<file path="src/rtl/packetizer_s2mm.sv">
// Cuts a continuous sample stream into packets of config_reg beats, marking the last beat with tlast.
// Zero-latency combinational pass-through: no buffering, data out and valid out follow the input in the same cycle.
// Backpressure: s_axis_data_tready mirrors m_axis_s2mm_tready; both sides stall while the effective length is 0 or reset is held.
module packetizer_s2mm #(
    parameter int DATA_WIDTH = 32,
    parameter int CNT_WIDTH  = 32
) (
    input  logic                  aclk,
    input  logic                  areset,
    input  logic [DATA_WIDTH-1:0] s_axis_data_tdata,
    input  logic                  s_axis_data_tvalid,
    output logic                  s_axis_data_tready,
    output logic [DATA_WIDTH-1:0] m_axis_s2mm_tdata,
    output logic                  m_axis_s2mm_tvalid,
    input  logic                  m_axis_s2mm_tready,
    output logic                  m_axis_s2mm_tlast,
    input  logic [CNT_WIDTH-1:0]  config_reg,
    output logic [CNT_WIDTH-1:0]  counter
);

    localparam logic [CNT_WIDTH-1:0] CNT_ONE = {{(CNT_WIDTH-1){1'b0}}, 1'b1};

    logic [CNT_WIDTH-1:0] len_q;
    logic [CNT_WIDTH-1:0] len_eff;
    logic                 at_boundary;
    logic                 enable;
    logic                 is_last;
    logic                 beat;

    // Length in force for the current beat: live config at a packet boundary, latched length mid-packet.
    // Reset forces both stream sides idle even if config_reg is already non-zero.
    always_comb begin
        at_boundary = (counter == '0);
        len_eff     = at_boundary ? config_reg : len_q;
        enable      = (len_eff != '0) && !areset;
        is_last     = (counter == (len_eff - CNT_ONE));
    end

    assign m_axis_s2mm_tdata  = s_axis_data_tdata;
    assign m_axis_s2mm_tvalid = s_axis_data_tvalid & enable;
    assign s_axis_data_tready = m_axis_s2mm_tready & enable;
    assign m_axis_s2mm_tlast  = m_axis_s2mm_tvalid & is_last;
    assign beat               = m_axis_s2mm_tvalid & m_axis_s2mm_tready;

    // Beat counter wraps on the last beat; the packet length is captured on each packet's first beat.
    always_ff @(posedge aclk or posedge areset) begin
        if (areset) begin
            counter <= '0;
            len_q   <= '0;
        end else if (beat) begin
            if (at_boundary) begin
                len_q <= config_reg;
            end
            if (is_last) begin
                counter <= '0;
            end else begin
                counter <= counter + CNT_ONE;
            end
        end
    end

endmodule

</file>
<file path="config.mk">
export PLATFORM = sky130hd
export DESIGN_NAME = packetizer_s2mm
export DESIGN_NICKNAME = d
export VERILOG_FILES = /design/src/rtl/packetizer_s2mm.sv
export SDC_FILE = /design/constraint.sdc
export NUM_CORES = 1
export LEC_CHECK = 0
export CORE_ASPECT_RATIO = 0.8
export CORE_MARGIN = 8
export CORE_UTILIZATION = 57
export CTS_CLUSTER_SIZE = 16
export DETAILED_ROUTE_END_ITERATION = 6
export PLACE_DENSITY = 0.88
export SLEW_MARGIN = 20
export SYNTH_ARGS = -nofsm -noshare
export SYNTH_HDL_FRONTEND = slang
export SYNTH_SLANG_ARGS = --single-unit
</file>
<file path="constraint.sdc">
create_clock -name aclk -period 10.35 [get_ports aclk]
set_clock_uncertainty 0.15 [all_clocks]
set_input_delay 2.07 -clock aclk [delete_from_list [all_inputs] [get_ports aclk]]
set_output_delay 2.07 -clock aclk [all_outputs]
set_load 0.02 [all_outputs]
</file>
==> impl_metrics.json <==
{
  "startpoint": "config_reg[0]",
  "syn-num-nets": 869,
  "gp_congestion": 0.983,
  "power.share.combinational": 0.081,
  "swShare": 0.245,
  "cts_root_buf": "clkbuf_16",
  "ys.flop_type": "dfrtp_1",
  "path_max_fanout": 13,
  "ant_nets": 0,
  "required_ns": 8.13,
  "ys_seq_area_frac": 0.248,
  "antenna_cells": 0,
  "critPathTopFamily": "simple AND/OR/NAND/NOR gates",
  "cap_violations": 0,
  "cts_resized": 0,
  "synth_edf_count": 0,
  "htree_levels": 3,
  "drtPass1Iterations": 6,
  "vias": 6540,
  "yosysMostFrequentCell": "dfrtp_1",
  "final.setup.tns_ns": 0,
  "path_buf_inv": 2,
  "synth_commonest_cells": "dfrtp_1, nand2_1, nor2_1, nor3_1",
  "clock_latency_ns": 0.34,
  "grt_pass1_wl_mm": 33.2,
  "grt_pass1_vias": 6062,
  "path_clk_slew_ns": 0.06,
  "hold_viol": 0,
  "cpMostUsedCell": "clkdlybuf4s50_1",
  "post_dp_cell_area_um2": 6750,
  "cp_num_cells": 13,
  "areaGrowthSynthToFinish_pct": 9.49,
  "synth_top_area_cell": "dfrtp_1",
  "fp.coreArea_um2": 10900,
  "dieHeight_um": 111,
  "pwr-share-seq": 0.411,
  "grt_max_degree": 65,
  "yosys.area.top_type_share": 0.248,
  "netlist_area_um2": 6450,
  "power_density_nw_per_um2": 87.3,
  "cts_buffers": 9,
  "dpl.hpwl_mm": 15.0,
  "hold_buffers": 0,
  "avgSynthCellArea_um2": 8.08,
  "dpl.cell_count": 922,
  "p_int_w": 0.000465,
  "holdCritPathClass": "flop to flop",
  "cpMaxStageDelayCell": "clkdlybuf4s50_1",
  "r2r-end": "counter[10]",
  "ys_top_cells_by_area": "dfrtp_1, mux2_2, buf_4",
  "peakVddDrop_uv": 69.2,
  "cts.sinks": 64,
  "syn_inst": 798,
  "critPathLaunchType": "input pin",
  "rsz0062_at_grt": "false",
  "grt_usage": 0.273,
  "p_switching_w": 0.000151,
  "path_class": "input pin to output pin",
  "wl_per_cell_um": 22.2,
  "wirelength_mm": 20.9,
  "clockPowerShare": 0.508,
  "drtIter0Drc": 778,
  "cts_tree": "built",
  "cpPeakStageDelay_ns": 0.66,
  "status": "complete, no violations",
  "crit_chain": "clkdlybuf4s50_1 -> mux2i_1 -> ha_1 -> nor3b_1 -> nand4_1 -> a2111oi_0 -> a21oi_1 -> or4bb_1 -> nand3_1 -> nand2_1 -> or4_4 -> nor4_1 -> clkdlybuf4s50_1",
  "finalCritPeriodShare": 0.873,
  "port_buffers": 70,
  "critPathCapture": "m_axis_s2mm_tlast",
  "cts_buffer_depth": 2,
  "synthArstFlopShare": 1.00,
  "max-slew-margin-rel": 0.281,
  "critPathArrivalTime_ns": 6.82,
  "yosys_warnings": 0,
  "ys_ff_latch": 64,
  "vias_per_cell": 6.97,
  "clock.fmax_mhz": 111,
  "fin_nets": 860,
  "reg2reg_from": "counter[3]",
  "post_cts_buffers": 0,
  "setup_viol": 0,
  "synth.distinct_cells": 84,
  "num_rows": 34,
  "leakagePower_nw": 2.86,
  "crit_path_end_kind": "output pin",
  "drive_above_1_share": 0.120,
  "final_max_slew_viol_count": 0,
  "rrSetupSlack_ns": 4.10,
  "initial_core_util": 0.590,
  "postLayoutCellArea_um2": 7060,
  "period_needed_ns": 9.04,
  "r2r.worst_path.cells": 17,
  "worst_pin_slew_ns": 1.08,
  "ios": 135,
  "die_x_um": 135,
  "die_area_um2": 15000,
  "grt_overflow": 0,
  "final_cells": 938,
  "grt_antenna_before_repair": 0,
  "drcViolationCount": 0
}
## stage by stage
step | hold WS, ns | power, W | util | setup WS [ns]
floorplan | 0.353 | 0.000296 | - | 2.44
global route | 0.436 | 0.000635 | 0.646 | 0.968
finish | 0.412 | 0.000616 | 0.646 | 1.31
detailed placement | 0.395 | 0.000307 | 0.618 | 1.38
CTS | 0.408 | 0.000620 | 0.645 | 1.37
global placement | 0.373 | 0.000306 | 0.618 | 1.51
## kinds of logic after synthesis
logic type                 count (synthesis)  synth area share
and+or+nand+nor                          362             0.313
AOI/OAI and AO/OA                        162             0.185
buffers and inverters                    120             0.114
DFF                                       64             0.248
xor gates and xnor gates                  44            0.0619
muxes                                     43            0.0728
adders and majority gates                  3           0.00582
## state kept, by name, indices dropped and copies added, names as in the netlist
name	count
len_q	32
counter	32
## worst min-delay path by stage
stage	from	end	slack, ns	cells past startpoint
floorplan	len_q[13]	len_q[13]	0.35	1
global placement	len_q[31]	len_q[31]	0.37	1
detailed placement	len_q[31]	len_q[31]	0.40	1
CTS	len_q[31]	len_q[31]	0.41	1
global route	len_q[31]	len_q[31]	0.44	1
finish	len_q[31]	len_q[31]	0.41	1
## placed cells by master, fill, tap and decap left out, types with 5 or more instances in the layout
master	instances
nor4b_1	12
a2111oi_0	7
clkbuf_16	9
or3_1	14
or2_2	13
o31a_1	5
a211oi_1	8
a221o_1	10
nor2_1	52
inv_1	19
clkdlybuf4s50_1	70
o31ai_1	8
a31oi_1	6
mux2_2	31
nand4_1	15
nor4_1	37
o21ai_0	30
nor2b_1	6
nand3_1	36
and3_1	8
xor2_1	18
a211o_1	6
a21oi_1	21
nor3_1	49
xnor2_1	25
nand2b_1	7
mux2i_1	12
nand2_1	62
dfrtp_1	64
or4_1	19
buf_4	10
a21o_1	9
## layer usage
layer	part of all wire	wire length [um]	global-route usage
met1	0.41	8510	0.359
met2	0.45	9310	0.420
met3	0.12	2460	0.0756
met4	0.028	575	0.0934
met5	0	0	0
## power by group through the flow
stage	Combinational (W)	Clock, W	Sequential (W)
5_1_grt	0.0000543	0.000328	0.000253
3_5_place_dp	0.0000492	0	0.000258
4_1_cts	0.0000496	0.000318	0.000253
3_3_place_gp	0.0000482	0	0.000258
2_1_floorplan	0.0000384	0	0.000257
6_report	0.0000499	0.000313	0.000253
## final cells by class
cell class / instances / area, um^2
clock buffer: 11 / 243
clock inverter: 5 / 56.3
fill: 925 / 3870
inverter: 20 / 75.1
multi-input combinational: 614 / 4130
sequential: 64 / 1600
tap: 144 / 180
timing repair buffer: 80 / 776
(Power assumes the default switching activity.)
==> RTL change 1: new RTL, config.mk and constraints unchanged <==
Set the parameter `DATA_WIDTH` to 16 (it was 32).
--- a/src/rtl/packetizer_s2mm.sv
+++ b/src/rtl/packetizer_s2mm.sv
@@ -2,7 +2,7 @@
 // Zero-latency combinational pass-through: no buffering, data out and valid out follow the input in the same cycle.
 // Backpressure: s_axis_data_tready mirrors m_axis_s2mm_tready; both sides stall while the effective length is 0 or reset is held.
 module packetizer_s2mm #(
-    parameter int DATA_WIDTH = 32,
+    parameter int DATA_WIDTH = 16,
     parameter int CNT_WIDTH  = 32
 ) (
     input  logic                  aclk,
Ports: changed (resized m_axis_s2mm_tdata and s_axis_data_tdata); port bits go from 135 to 103. No check against the original RTL was run, so the function may have changed too.
==> RTL change 1 against the unedited design <==
Sequential power about the same. Critical path depth is the same. Maximum frequency shrank 1.6%. Via count is 0.24% higher. Clock power grew 19%. First-iteration DRC count rose by 5.9%. Sequential share of layout area shrank 0.20 points. Area after synthesis is 1.9% lower. Sequential cell count is the same. Power rose by 9.5%. Setup slack worse by 0.15 ns. Cell area is 0.89% higher. Routed wire length increased by 0.88%. Critical path type unchanged. Critical endpoint unchanged. Largest cell class unchanged. Highest routed layer unchanged.
==> RTL change 1: results (changes against the unedited design) <==
Parameter                              Value

Place
  Dpl ws    1.29 ns (was 1.38 ns)
  Placer Congestion    1.01 (was 0.983)
  Final HPWL DP    15000 um (about the same)

GRT
  Largest net degree at the start of global routing    65 (unchanged)
  Total Routing Usage GR    28.4% (was 27.3%)
  First-pass GRT wire length    33400 um (was 33200 um)
  Vias in the first global route    6294 (was 6062)
  Initial antenna violation count    0 (unchanged)

Power and ir drop
  Leakage power total    2.89 nW (was 2.86 nW)
  Switching part of the total    23.6% (was 24.5%)
  Largest voltage drop on the vdd net    0.0000845 V (was 0.0000692 V)

Worst setup path
  Cell family contributing the most delay on the critical path    simple AND/OR/NAND/NOR gates (unchanged)
  Arrival time at the worst endpoint    6.97 ns (was 6.82 ns)

Layout
  Net total in the final layout    845 (was 860)
  Fraction of layout cells with a size suffix above 1    12.2% (was 12.0%)

Detailed routing
  DRC marker count from the first detailed-route iteration    824 (was 778)
  Routed vias    6556 (was 6540)
  Mean routed wirelength per cell    22.4 um (was 22.2 um)

Logic synthesis
  Synthesized netlist net count    837 (was 869)
  Share of the yosys chip area belonging to registers    25.3% (was 24.8%)
  Most area-consuming cells after synthesis    dfrtp_1 25%, mux2_2 5.5%, nor3_1 3.9% (was dfrtp_1 25%, mux2_2 5.4%, buf_4 4.4%)
  Commonest cells in the synthesized netlist    64 x dfrtp_1, 62 x nand2_1, 52 x nor2_1 (unchanged)

Outcome
  Status    completed (unchanged)

Clock network
  TritonCTS Buffers    9 (unchanged)

STA
  Worst-margin pin slew    0.883 ns (was 1.08 ns)
[RTL change 1: path summary, 6_finish.rpt]
path                       depth (start not counted)                 to  slack, ns
setup / recovery                                  13  m_axis_s2mm_tlast       1.16
hold / removal                                     1          len_q[31]       0.41
setup reg to reg                                  17        counter[18]       3.98
hold reg to reg                                    1          len_q[31]       0.41
max in group asynchronous                          3          len_q[16]       7.18
min in group asynchronous                          3          len_q[17]       2.23
[RTL change 1: per-layer routing]
metal / vias to the layer above / share of wire (%) / GRT usage (%)
met5: - / 0 / 0
met4: 0 / 4.6 / 13.6
met3: 98 / 11 / 7.74
met2: 441 / 44 / 44.8
met1: 3048 / 40 / 36.0
li1: 2969 / - / -
[RTL change 1: through the flow]
step / std cells / instance area [um2]
finish: 939 / 7120
detailed placement: 923 / 6760
global placement: 923 / 6760
floorplan: 782 / 6330
CTS: 939 / 7110
global route: 939 / 7120
[RTL change 1: area by class of cell]
type	instances	area [um2]
clock buffer	10	239
clock inverter	6	115
fill	920	3730
inverter	20	75.1
multi-input combinational	614	4130
sequential	64	1600
tap	144	180
timing repair buffer	81	783
[RTL change 1: logic make-up after synthesis]
| family | after synthesis | synth area share (%) |
|---|---|---|
| AND/OR/NAND/NOR | 362 | 31.9 |
| flip-flops | 64 | 25.3 |
| buffers and inverters | 104 | 9.69 |
| adder cells (fa/ha/maj) | 3 | 0.593 |
| AO/OA/AOI/OAI | 162 | 18.8 |
| multiplexers | 43 | 7.42 |
| XOR/XNOR | 44 | 6.31 |
[RTL change 1: power by group through the flow]
stage	logic (mW)	registers [mW]	clock network (mW)
finish	0.0498	0.253	0.372
global route	0.0541	0.253	0.384
CTS	0.0494	0.253	0.373
detailed placement	0.0489	0.258	0
global placement	0.0479	0.258	0
floorplan	0.0294	0.257	0
==> RTL change 2: new RTL, same settings <==
Without the edit above. Reset style: synchronous (`areset`), changed in one clocked block.
--- a/src/rtl/packetizer_s2mm.sv
+++ b/src/rtl/packetizer_s2mm.sv
@@ -43,7 +43,7 @@
     assign beat               = m_axis_s2mm_tvalid & m_axis_s2mm_tready;
 
     // Beat counter wraps on the last beat; the packet length is captured on each packet's first beat.
-    always_ff @(posedge aclk or posedge areset) begin
+    always_ff @(posedge aclk) begin
         if (areset) begin
             counter <= '0;
             len_q   <= '0;
Check against the original RTL: differs if areset is asserted again (counterexample within 4 cycles, from zero or initial values and one cycle with areset high); with areset held inactive, the same outputs for 4 cycles.
==> RTL change 2 against the unedited design <==
Sequential cell count stayed put. Via count shrank 7.4%. Routed wire length grew 0.10%. Area after synthesis is 13% lower. Synthesized cell count shrank 8.0%. Highest routed layer unchanged. Cell area decreased by 8.3%. Setup slack worse by 0.31 ns.
Power is not compared: it rests on default switching activity, and its combinational part moved more than twofold at a synthesized area within 25%.
==> RTL change 2: results (changes against the unedited design) <==
Parameter                              Value

Place
  Instance area at placement    6120 um2 (was 6750 um2)
  Dpl ws    1.18 ns (was 1.38 ns)
  Final HPWL DP    15200 um (was 15000 um)

Logic synthesis
  Most area-consuming cells after synthesis    dfxtp_1 23%, mux2i_1 7.8%, xnor2_1 7.3% (was dfrtp_1 25%, mux2_2 5.4%, buf_4 4.4%)
  Netlist cell types    62 (was 84)
  Commonest cells in the synthesized netlist    77 x nor2_1, 64 x dfxtp_1, 58 x nor3_1 (was 64 x dfrtp_1, 62 x nand2_1, 52 x nor2_1)
  FFs w/ async S/R, synth    0% (was 100%)
  Synthesized netlist net count    805 (was 869)
  Synth Area in Adders    0.669% (was 0.582%)
  Multiplexer share of the synthesized area    8.05% (was 7.28%)
  XOR/XNOR Fraction of Synth Area    11.9% (was 6.19%)
  Share of the yosys chip area belonging to registers    22.8% (was 24.8%)

Detailed routing
  Mean routed wirelength per cell    23.8 um (was 22.2 um)
  Detailed-routing wirelength on met1    8700 um (was 8510 um)
  Router iterations before antenna repair    5 (was 6)
  DRC marker count from the first detailed-route iteration    795 (was 778)

Outcome
  Status    completed (unchanged)

GRT
  Global-route met1 utilization    41.2% (was 35.9%)
  Grt met3 use    9.95% (was 7.56%)
  First-pass GRT wire length    32000 um (was 33200 um)

Hold path
  WHS Endpoint    len_q[17] (was len_q[31])

Worst setup path
  Worst setup slack for register-to-register paths    3.76 ns (was 4.10 ns)
  Slowest stage cell, crit path    o32ai_1 (was clkdlybuf4s50_1)
  Worst flop-to-flop path startpoint    counter[0] (was counter[3])
  Stage delay of the slowest cell on the critical path    0.87 ns (was 0.66 ns)
-- RTL change 2: cell types whose count changed in the layout (fill, tap and decap cells not counted), sizes merged, moves of 19 or more --
| cell | unedited run | this run |
|---|---|---|
| xnor2 | 25 | 47 |
| dfxtp | 0 | 64 |
| dfrtp | 64 | 0 |
| nand2 | 64 | 41 |
| o21ai | 32 | 13 |
| nor2 | 53 | 77 |
| mux2i | 12 | 44 |
| mux2 | 31 | 1 |
-- RTL change 2: power groups by stage --
stage / clock network (mW) / logic, mW / registers (mW)
after global routing: 0.361 / 0.190 / 0.260
final: 0.347 / 0.181 / 0.260
after detailed placement: 0 / 0.172 / 0.264
after global placement: 0 / 0.172 / 0.264
after floorplan: 0 / 0.129 / 0.262
after CTS: 0.349 / 0.174 / 0.259
-- RTL change 2: area by class of cell --
| type | instances | area share (%) |
|---|---|---|
| Sequential cell | 64 | 19.8 |
| Timing Repair Buffer | 81 | 12.2 |
| Clock inverter | 6 | 1.41 |
| Tap cell | 119 | 2.30 |
| Multi-Input combinational cell | 581 | 59.7 |
| Clock buffer | 10 | 3.69 |
| Inverter | 15 | 0.870 |
-- RTL change 2: worst max-delay path by stage --
stage | endpoint | slack (ns) | depth (start not counted)
final | m_axis_s2mm_tlast | 1.00 | 12
after global routing | m_axis_s2mm_tlast | 0.88 | 12
after CTS | m_axis_s2mm_tlast | 1.14 | 12
after detailed placement | m_axis_s2mm_tlast | 1.18 | 13
after global placement | m_axis_s2mm_tlast | 1.29 | 13
after floorplan | m_axis_s2mm_tlast | 2.05 | 19
